### config.mk
export PLATFORM = sky130hd
export DESIGN_NAME = dmem_arbiter
export DESIGN_NICKNAME = d
export VERILOG_FILES = /design/src/rtl/dmem_arbiter.sv
export SDC_FILE = /design/constraint.sdc
export NUM_CORES = 1
export LEC_CHECK = 0
export CAP_MARGIN = 25
export CORE_MARGIN = 8
export CORE_UTILIZATION = 49
export DETAILED_ROUTE_END_ITERATION = 7
export PLACE_DENSITY = 0.89
export SYNTH_ARGS = -nofsm -noshare
export SYNTH_HDL_FRONTEND = slang
export SYNTH_SLANG_ARGS = --single-unit
### constraint.sdc
create_clock -name clk -period 8.66 [get_ports clk]
set_input_delay 0.866 -clock clk [delete_from_list [all_inputs] [get_ports clk]]
set_output_delay 0.866 -clock clk [all_outputs]
set_load 0.02 [all_outputs]
### src/rtl/dmem_arbiter.sv
// dmem_arbiter: two-port round-robin arbiter and access sequencer for a
// single-ported data memory. Each transaction takes three cycles:
// grant (IDLE), memory access (ACCESS), and acknowledge (DONE).
// Sub-word stores are merged into the read word and written back in the
// same cycle. Sub-word loads are lane-selected and then sign- or
// zero-extended. A misaligned access or an illegal size gets an error
// acknowledge and leaves memory untouched.
module dmem_arbiter #(
    parameter int FIRST_PRIO = 0
) (
    input  logic        clk,
    input  logic        rst,
    input  logic        req0,
    input  logic        we0,
    input  logic [31:0] addr0,
    input  logic [31:0] wdata0,
    input  logic [1:0]  size0,
    input  logic        uns0,
    output logic        ack0,
    output logic        err0,
    output logic [31:0] rdata0,
    input  logic        req1,
    input  logic        we1,
    input  logic [31:0] addr1,
    input  logic [31:0] wdata1,
    input  logic [1:0]  size1,
    input  logic        uns1,
    output logic        ack1,
    output logic        err1,
    output logic [31:0] rdata1,
    output logic [31:0] mem_addr,
    output logic [31:0] mem_wdata,
    output logic        mem_we,
    input  logic [31:0] mem_rdata
);

    typedef enum logic [1:0] {
        S_IDLE   = 2'd0,
        S_ACCESS = 2'd1,
        S_DONE   = 2'd2
    } state_t;

    // last_grant starts at the port that must lose the first tie
    localparam logic LAST_GRANT_RST = (FIRST_PRIO == 0) ? 1'b1 : 1'b0;

    state_t      state_q, state_d;
    logic        last_grant_q, last_grant_d;
    logic        port_q, port_d;
    logic        we_q, we_d;
    logic [31:0] addr_q, addr_d;
    logic [31:0] wdata_q, wdata_d;
    logic [1:0]  size_q, size_d;
    logic        uns_q, uns_d;
    logic        ack0_q, ack0_d;
    logic        ack1_q, ack1_d;
    logic        err0_q, err0_d;
    logic        err1_q, err1_d;
    logic [31:0] rdata0_q, rdata0_d;
    logic [31:0] rdata1_q, rdata1_d;

    logic        in_access;
    logic        misalign;
    logic        grant;
    logic [31:0] merged;
    logic [31:0] shifted;
    logic [31:0] load_val;

    assign in_access = (state_q == S_ACCESS);

    // Alignment / legal-size check on the latched request
    always_comb begin
        misalign = 1'b0;
        case (size_q)
            2'b00:   misalign = 1'b0;
            2'b01:   misalign = addr_q[0];
            2'b10:   misalign = (addr_q[1:0] != 2'b00);
            default: misalign = 1'b1;
        endcase
    end

    // Memory-side outputs are decoded from the state, so an asynchronous
    // reset drops mem_we at once and cannot let a partial write through.
    assign mem_we    = in_access && we_q && !misalign;
    assign mem_addr  = in_access ? {addr_q[31:2], 2'b00} : 32'd0;
    assign mem_wdata = mem_we ? merged : 32'd0;

    // Read-modify-write merge: replace the addressed lane of the read word
    always_comb begin
        merged = mem_rdata;
        case (size_q)
            2'b00:   merged[{addr_q[1:0], 3'b000} +: 8]  = wdata_q[7:0];
            2'b01:   merged[{addr_q[1], 4'b0000} +: 16]  = wdata_q[15:0];
            default: merged = wdata_q;
        endcase
    end

    // Load lane select and extension. A legal half always has addr[0]=0,
    // so a byte-granular shift also lines up the half lane.
    always_comb begin
        shifted  = mem_rdata >> {addr_q[1:0], 3'b000};
        load_val = mem_rdata;
        case (size_q)
            2'b00:   load_val = uns_q ? {24'd0, shifted[7:0]}
                                      : {{24{shifted[7]}}, shifted[7:0]};
            2'b01:   load_val = uns_q ? {16'd0, shifted[15:0]}
                                      : {{16{shifted[15]}}, shifted[15:0]};
            default: load_val = mem_rdata;
        endcase
    end

    // Round-robin pick: a lone requester wins, a tie goes to the port
    // that was not granted last
    always_comb begin
        if (req0 && req1)
            grant = ~last_grant_q;
        else
            grant = req1;
    end

    // Sequencer next-state and registered-output computation
    always_comb begin
        state_d      = state_q;
        last_grant_d = last_grant_q;
        port_d       = port_q;
        we_d         = we_q;
        addr_d       = addr_q;
        wdata_d      = wdata_q;
        size_d       = size_q;
        uns_d        = uns_q;
        ack0_d       = 1'b0;
        ack1_d       = 1'b0;
        err0_d       = 1'b0;
        err1_d       = 1'b0;
        rdata0_d     = rdata0_q;
        rdata1_d     = rdata1_q;
        case (state_q)
            S_IDLE: begin
                if (req0 || req1) begin
                    port_d       = grant;
                    last_grant_d = grant;
                    we_d         = grant ? we1    : we0;
                    addr_d       = grant ? addr1  : addr0;
                    wdata_d      = grant ? wdata1 : wdata0;
                    size_d       = grant ? size1  : size0;
                    uns_d        = grant ? uns1   : uns0;
                    state_d      = S_ACCESS;
                end
            end
            S_ACCESS: begin
                // ack/err are registered here so they appear during DONE
                if (port_q) begin
                    ack1_d = 1'b1;
                    err1_d = misalign;
                    if (!misalign && !we_q)
                        rdata1_d = load_val;
                end else begin
                    ack0_d = 1'b1;
                    err0_d = misalign;
                    if (!misalign && !we_q)
                        rdata0_d = load_val;
                end
                state_d = S_DONE;
            end
            S_DONE:  state_d = S_IDLE;
            default: state_d = S_IDLE;
        endcase
    end

    // State and output registers, asynchronously cleared
    always_ff @(posedge clk or posedge rst) begin
        if (rst) begin
            state_q      <= S_IDLE;
            last_grant_q <= LAST_GRANT_RST;
            port_q       <= 1'b0;
            we_q         <= 1'b0;
            addr_q       <= 32'd0;
            wdata_q      <= 32'd0;
            size_q       <= 2'b00;
            uns_q        <= 1'b0;
            ack0_q       <= 1'b0;
            ack1_q       <= 1'b0;
            err0_q       <= 1'b0;
            err1_q       <= 1'b0;
            rdata0_q     <= 32'd0;
            rdata1_q     <= 32'd0;
        end else begin
            state_q      <= state_d;
            last_grant_q <= last_grant_d;
            port_q       <= port_d;
            we_q         <= we_d;
            addr_q       <= addr_d;
            wdata_q      <= wdata_d;
            size_q       <= size_d;
            uns_q        <= uns_d;
            ack0_q       <= ack0_d;
            ack1_q       <= ack1_d;
            err0_q       <= err0_d;
            err1_q       <= err1_d;
            rdata0_q     <= rdata0_d;
            rdata1_q     <= rdata1_d;
        end
    end

    assign ack0   = ack0_q;
    assign ack1   = ack1_q;
    assign err0   = err0_q;
    assign err1   = err1_q;
    assign rdata0 = rdata0_q;
    assign rdata1 = rdata1_q;

endmodule

### Yosys cells after proc, flatten, opt, wreduce, memory -nomap -nowiden

Cells that the tools add are included.

| operators by class | value |
|---|---|
| $add $sub $neg | 2 |
| multiply operators | 0 |
| div/mod/pow operators | 0 |
| magnitude comparators | 0 |
| equal/unequal tests | 4 |
| shift operators | 5 |
| multiplexer cells | 25 |
| bitwise operators | 2 |
| reductions and logical operators | 13 |

Operators with widths:

| cell | number |
|---|---|
| 32-bit two-way mux | 6 |
| 32-bit case mux with 2 select lines | 2 |
| 32-bit bitwise mux | 2 |
| 16-bit by 7-bit variable shift with 32-bit output, first input constant | 1 |
| 8-bit by 7-bit variable shift with 32-bit output, first input constant | 1 |
| 16-bit by 7-bit variable part select with 32-bit output | 1 |
| 8-bit by 7-bit variable part select with 32-bit output | 1 |
| 32-bit by 5-bit right shift with 16-bit output | 1 |
| 5-bit negator with 7-bit output | 2 |
| 1-bit two-way mux | 11 |
| 3-bit AND reduction | 2 |
| 2-bit by 1-bit == test with 1-bit output, second input constant | 2 |
| 1-bit logical AND | 4 |
| 2-bit logical NOT | 2 |
| 2-bit two-way mux | 2 |
| 2-bit case mux with 2 select lines | 1 |
| 1-bit case mux with 3 select lines | 1 |
| 2-bit == test, second input constant | 1 |
| 1-bit logical NOT | 2 |
| 2-bit != test, second input constant | 1 |
| 1-bit inverter | 2 |
| 2-bit AND reduction | 1 |
| 2-bit nonzero test | 1 |
| 1-bit logical OR | 1 |

| storage, ports and cells | value |
|---|---|
| register bits | 140 |
| bits in latches | 0 |
| RAM bits | 0 |
| bits in read-only memories | 0 |
| memories | 0 |

### Depth between registers and ports, before layout

| logic depth | value |
|---|---|
| depth in word-level cells | 5 |
| gate-level depth with buffers | 11 |
| depth with buffers taken out | 6 |

### Least setup slack after synthesis

Ideal clock, no wire load.

| timing | value |
|---|---|
| path type | register -> output |
| start point | register addr_q[1] |
| end point | output mem_wdata[19] |
| arrival time | 3221 ps |
| required time | 7794 ps |
| setup slack | 4573 ps |
| cell stages (with the launch flop) | 11 |
| path buffers | 4 |
| cell sequence | dfrtp_1 > buf_6 > buf_2 > inv_1 > clkbuf_1 > ha_1 > nand2b_1 > and2_1 > nand3_1 > buf_2 > a2111oi_0 |

| on the way | value |
|---|---|
| longest elaborated chain between the ends | 5 |
| elaborated cells between the ends (all ways) | 14 |
| classes of those cells | 2 x add/sub; 4 x shift; 5 x mux; 3 x reduce/logical |

RTL lines:

| what | line | text |
|---|---|---|
| start, declared | 50 | `logic [31:0] addr_q, addr_d;` |
| start signal, assigned | 191 | `addr_q <= addr_d;` |
| 5-bit negator with 7-bit output, or another cell as far along | 92 | `2'b01: merged[{addr_q[1], 4'b0000} +: 16] = wdata_q[15:0];` |
| 16-bit by 7-bit variable part select with 32-bit output, or another cell as far along | 92 |  |
| 32-bit bitwise mux, or another cell as far along | 92 |  |
| 32-bit case mux with 2 select lines or 1-bit logical AND (tied branches) | 90, 83 |  |
| 32-bit two-way mux (*) | 85 | `assign mem_wdata = mem_we ? merged : 32'd0;` |
| end, declared | 32 | `output logic [31:0] mem_wdata,` |

Every way passes the cells marked *; elsewhere a longest branch is shown, timed or not.

### Final worst setup path

| timing | value |
|---|---|
| start point | register size_q[1] |
| end point | output mem_wdata[24] |

| on the way | value |
|---|---|
| longest elaborated chain between the ends | 5 |
| elaborated cells between the ends (all ways) | 8 |
| classes of those cells | 2 x eq/ne; 3 x mux; 3 x reduce/logical |

RTL lines:

| what | line | text |
|---|---|---|
| start, declared | 52 | `logic [1:0] size_q, size_d;` |
| start signal, assigned | 193 | `size_q <= size_d;` |
| 2-bit == test, or another cell as far along | 73 | `case (size_q)` |
| 1-bit case mux with 3 select lines | 73 |  |
| 1-bit logical NOT | 83 | `assign mem_we = in_access && we_q && !misalign;` |
| 1-bit logical AND | 83 |  |
| 32-bit two-way mux (*) | 85 |  |

Marked as above.

==> metrics.log <==
INFO  metric most_common_library_cell_in_the_layout_ignoring_fill_and_taps = sky130_fd_sc_hd__clkdlybuf4s50_1
INFO  metric timing_worst_slew_pin_value = ~920 ps
INFO  metric cts_post_setup_buffers_inserted = 0
INFO  metric design.die.area = 0.0211 mm2
INFO  metric globalplace.congestion = just under 0.9
INFO  metric endpoint = mem_wdata[24]
INFO  metric syn_to_final_growth = 45.7%
INFO  metric vias = around 8.3k
INFO  metric synth_top_cell_by_area = sky130_fd_sc_hd__dfrtp_1
INFO  metric synthDistinctLibCells = 58
INFO  metric cp.arrival = 4060 ps
INFO  metric grt_pass1_wl = 48200 um
INFO  metric post-place-ws = 4270 ps
INFO  metric cp_slowest_stage_delay = ~710 ps
INFO  metric worst_r2r_startpoint = addr_q[1]
INFO  metric htree_levels = 4
INFO  metric start_util = 0.498
INFO  metric layout.cells.most_common_list = sky130_fd_sc_hd__clkdlybuf4s50_1, sky130_fd_sc_hd__nand2_1, sky130_fd_sc_hd__dfrtp_1
INFO  metric remaining_drc_errors = 0
INFO  metric synth_largest_type_area_fraction = 0.424
INFO  metric antenna_found_initial = 0
INFO  metric rsz0062_at_grt = false
INFO  metric final.setup_skew = 10.8 ps
INFO  metric timing_hold_violations_final = 0
INFO  metric sequential_share_of_the_synthesized_area = 0.427
INFO  metric slew-limit-headroom = 0.386
INFO  metric clockBufferDepth = 2
INFO  metric ffs_latches_synth = 140
INFO  metric path_clk_slew = 60 ps
INFO  metric crit_path_start_kind = register
INFO  metric placementRows = 47
INFO  metric path_cells = buf_4 > clkinv_1 > nand2_1 > o22ai_1 > nor3_1 > clkdlybuf4s50_1
INFO  metric nets = roughly 1.3k
INFO  metric final_max_slew_viol_count = 0
INFO  metric timing.max_cap.violations = 0
INFO  metric final_critical_path_setup_slack = 3740 ps
INFO  metric resized_after_cts = 0
INFO  metric drive_gt1_frac = 0.0862
INFO  metric power.static_leakage = 5.11 nW
INFO  metric final_core_area_utilization = 0.726
INFO  metric vias_in_the_first_global_route = 8480
INFO  metric period_minus_slack = between 4000 and 5000 ps
INFO  metric fmaxAchievable = 203 MHz
INFO  metric mappedNetlistArea = around 0.0082 mm2
INFO  metric status = finished, final reports clean
INFO  metric clock_latency = 430 ps
INFO  metric dp.final_hpwl = 22900 um
INFO  metric critPathLaunch = size_q[1]
INFO  metric finalSetupViolCount = 0
INFO  metric fp.coreArea = 0.0165 mm2
INFO  metric ys_warn_count = 0
INFO  metric reg2reg_to = rdata1[18]
INFO  metric final.setup.tns = 0 ps
INFO  metric synthFlopType = sky130_fd_sc_hd__dfrtp_1
INFO  metric ios = a little over 300
INFO  metric initialDrtViolationCount = approximately 1000
INFO  metric grt-busiest-layer = met2
INFO  metric cts_root_cell = sky130_fd_sc_hd__clkbuf_16
INFO  metric globalRouteMet3Util = 0.0951
INFO  metric syn-mean-instance-area = 9.13 um2
INFO  metric grtUsageMet1 = 0.331
INFO  metric crit_fanout = 54
INFO  metric cts.sink_count = 140
INFO  metric cp-end-kind = primary output
INFO  metric wl = 31000 um
INFO  metric globalRouteOverflowTotal = 0
INFO  metric grt_usage = 0.288
INFO  metric count_of_flip_flops_with_a_built_in_enable_after_synthesis = 0
INFO  metric die_w = around 150 um
INFO  metric average_routed_wire_per_standard_cell = 22.4 um
INFO  metric power_density = 367 mW/mm2
INFO  metric rr_worst_depth = 6
INFO  metric cts-hold-fix-buffers = 0
INFO  metric met2_usage = 0.492
INFO  metric layout_worst_path_cycle_share = 0.569
INFO  metric cp_data_required_time = a little under 8000 ps
INFO  metric hold_class = register to register
INFO  metric grt_max_degree = 83
INFO  metric clock_tree_from_tritoncts = yes
INFO  metric cts-buffers-inserted = 17
INFO  metric detailed_routing_iteration_count_for_the_pre_antenna_repair_pass = 8
INFO  metric regToRegSetupSlack = 5640 ps
INFO  metric die_height = around 150 um
INFO  metric synth.top_cells.by_area = sky130_fd_sc_hd__dfrtp_1, sky130_fd_sc_hd__mux2i_1, sky130_fd_sc_hd__nand2_1
INFO  metric synthArstFlopShare = 1.00
INFO  metric timing_worst_setup_path_type = register to primary output
INFO  metric syn-instance-count = approximately 900
INFO  metric drt.antenna.violating_nets = 0
INFO  metric cp_slowest_cell = sky130_fd_sc_hd__dfrtp_2
INFO  metric place.port_buffers = 302
INFO  metric largest_vdd_supply_drop = 0.232 mV
INFO  metric routed_via_count_divided_by_cell_count = 6.03
-- synth_stat cells (all sizes together) (18+ instances only) --
| master | count |
|---|---|
| dfrtp | 139 |
| nor2 | 44 |
| inv | 18 |
| o21ai | 94 |
| clkbuf | 50 |
| a221oi | 24 |
| buf | 36 |
| mux2i | 70 |
| mux2 | 30 |
| nand2 | 160 |
| a21oi | 27 |
| and2 | 31 |
| a211o | 23 |
-- kinds of logic (layout without fill, tap and decap cells) --
group	count (synthesis)	count (layout)	share of synthesized area
AND/OR/NAND/NOR	291	291	0.166
AO/OA/AOI/OAI	252	252	0.213
flip-flops	140	140	0.427
buffers and inverters	108	369	0.0561
multiplexers	101	101	0.129
adder cells (fa/ha/maj)	5	5	0.00763
other	1	3	0.000457
-- layout make-up --
cell class	instances	area [um2]
Fill cell	1196	4520
Multi-Input combinational cell	651	4260
Sequential cell	140	3510
Timing Repair Buffer	315	3190
Clock buffer	19	453
Tap cell	220	275
Clock inverter	13	165
Inverter	22	87.6
Antenna cell	1	2.50
-- critical path: cells and delay by family, from the launching register on --
kind                   cells  cell delay (ps)
buffers and inverters      3             1920
DFF                        1              710
AOI/OAI and AO/OA          1              140
and+or+nand+nor            2              840
-- registers in the layout, summed over array words and instances, names as in the netlist --
signal and cells:
last_grant_q 1, we_q 1, err0 1, wdata_q 32, ack1 1, err1 1
port_q 1, addr_q 32, state_q 2, uns_q 1, ack0 1, rdata0 32
rdata1 32, size_q 2
-- worst min-delay path by stage --
stage	depth (start not counted)	slack (ps)	from	end
global placement	2	450	addr_q[11]	addr_q[11]
detailed placement	2	460	addr_q[15]	addr_q[15]
finish	2	470	addr_q[15]	addr_q[15]
global route	2	500	rdata1[15]	rdata1[15]
floorplan	2	440	last_grant_q	last_grant_q
CTS	2	480	addr_q[15]	addr_q[15]
-- stage by stage --
step | hold WS, ps | power, mW | area (um2) | std cells
after floorplan | 437 | 2.65 | 8210 | 899
after global placement | 453 | 3.47 | 11200 | 1344
after detailed placement | 462 | 3.57 | 11300 | 1346
after CTS | 475 | 4.35 | 11900 | 1378
after global routing | 497 | 4.64 | 11900 | 1380
final | 472 | 4.38 | 11900 | 1381
-- power by group --
part	switching, mW	total (mW)	internal (mW)
combinational	1.33	2.35	1.02
sequential	0.293	1.27	0.978
clock	0.295	0.764	0.469
total	1.92	4.38	2.47
-- layer usage --
metal	wire length, um	share of wire
met3	3430	0.11
met2	15300	0.50
met4	1160	0.037
met5	0	0
met1	11000	0.36
No activity file was read; power rests on OpenSTA's default activity.
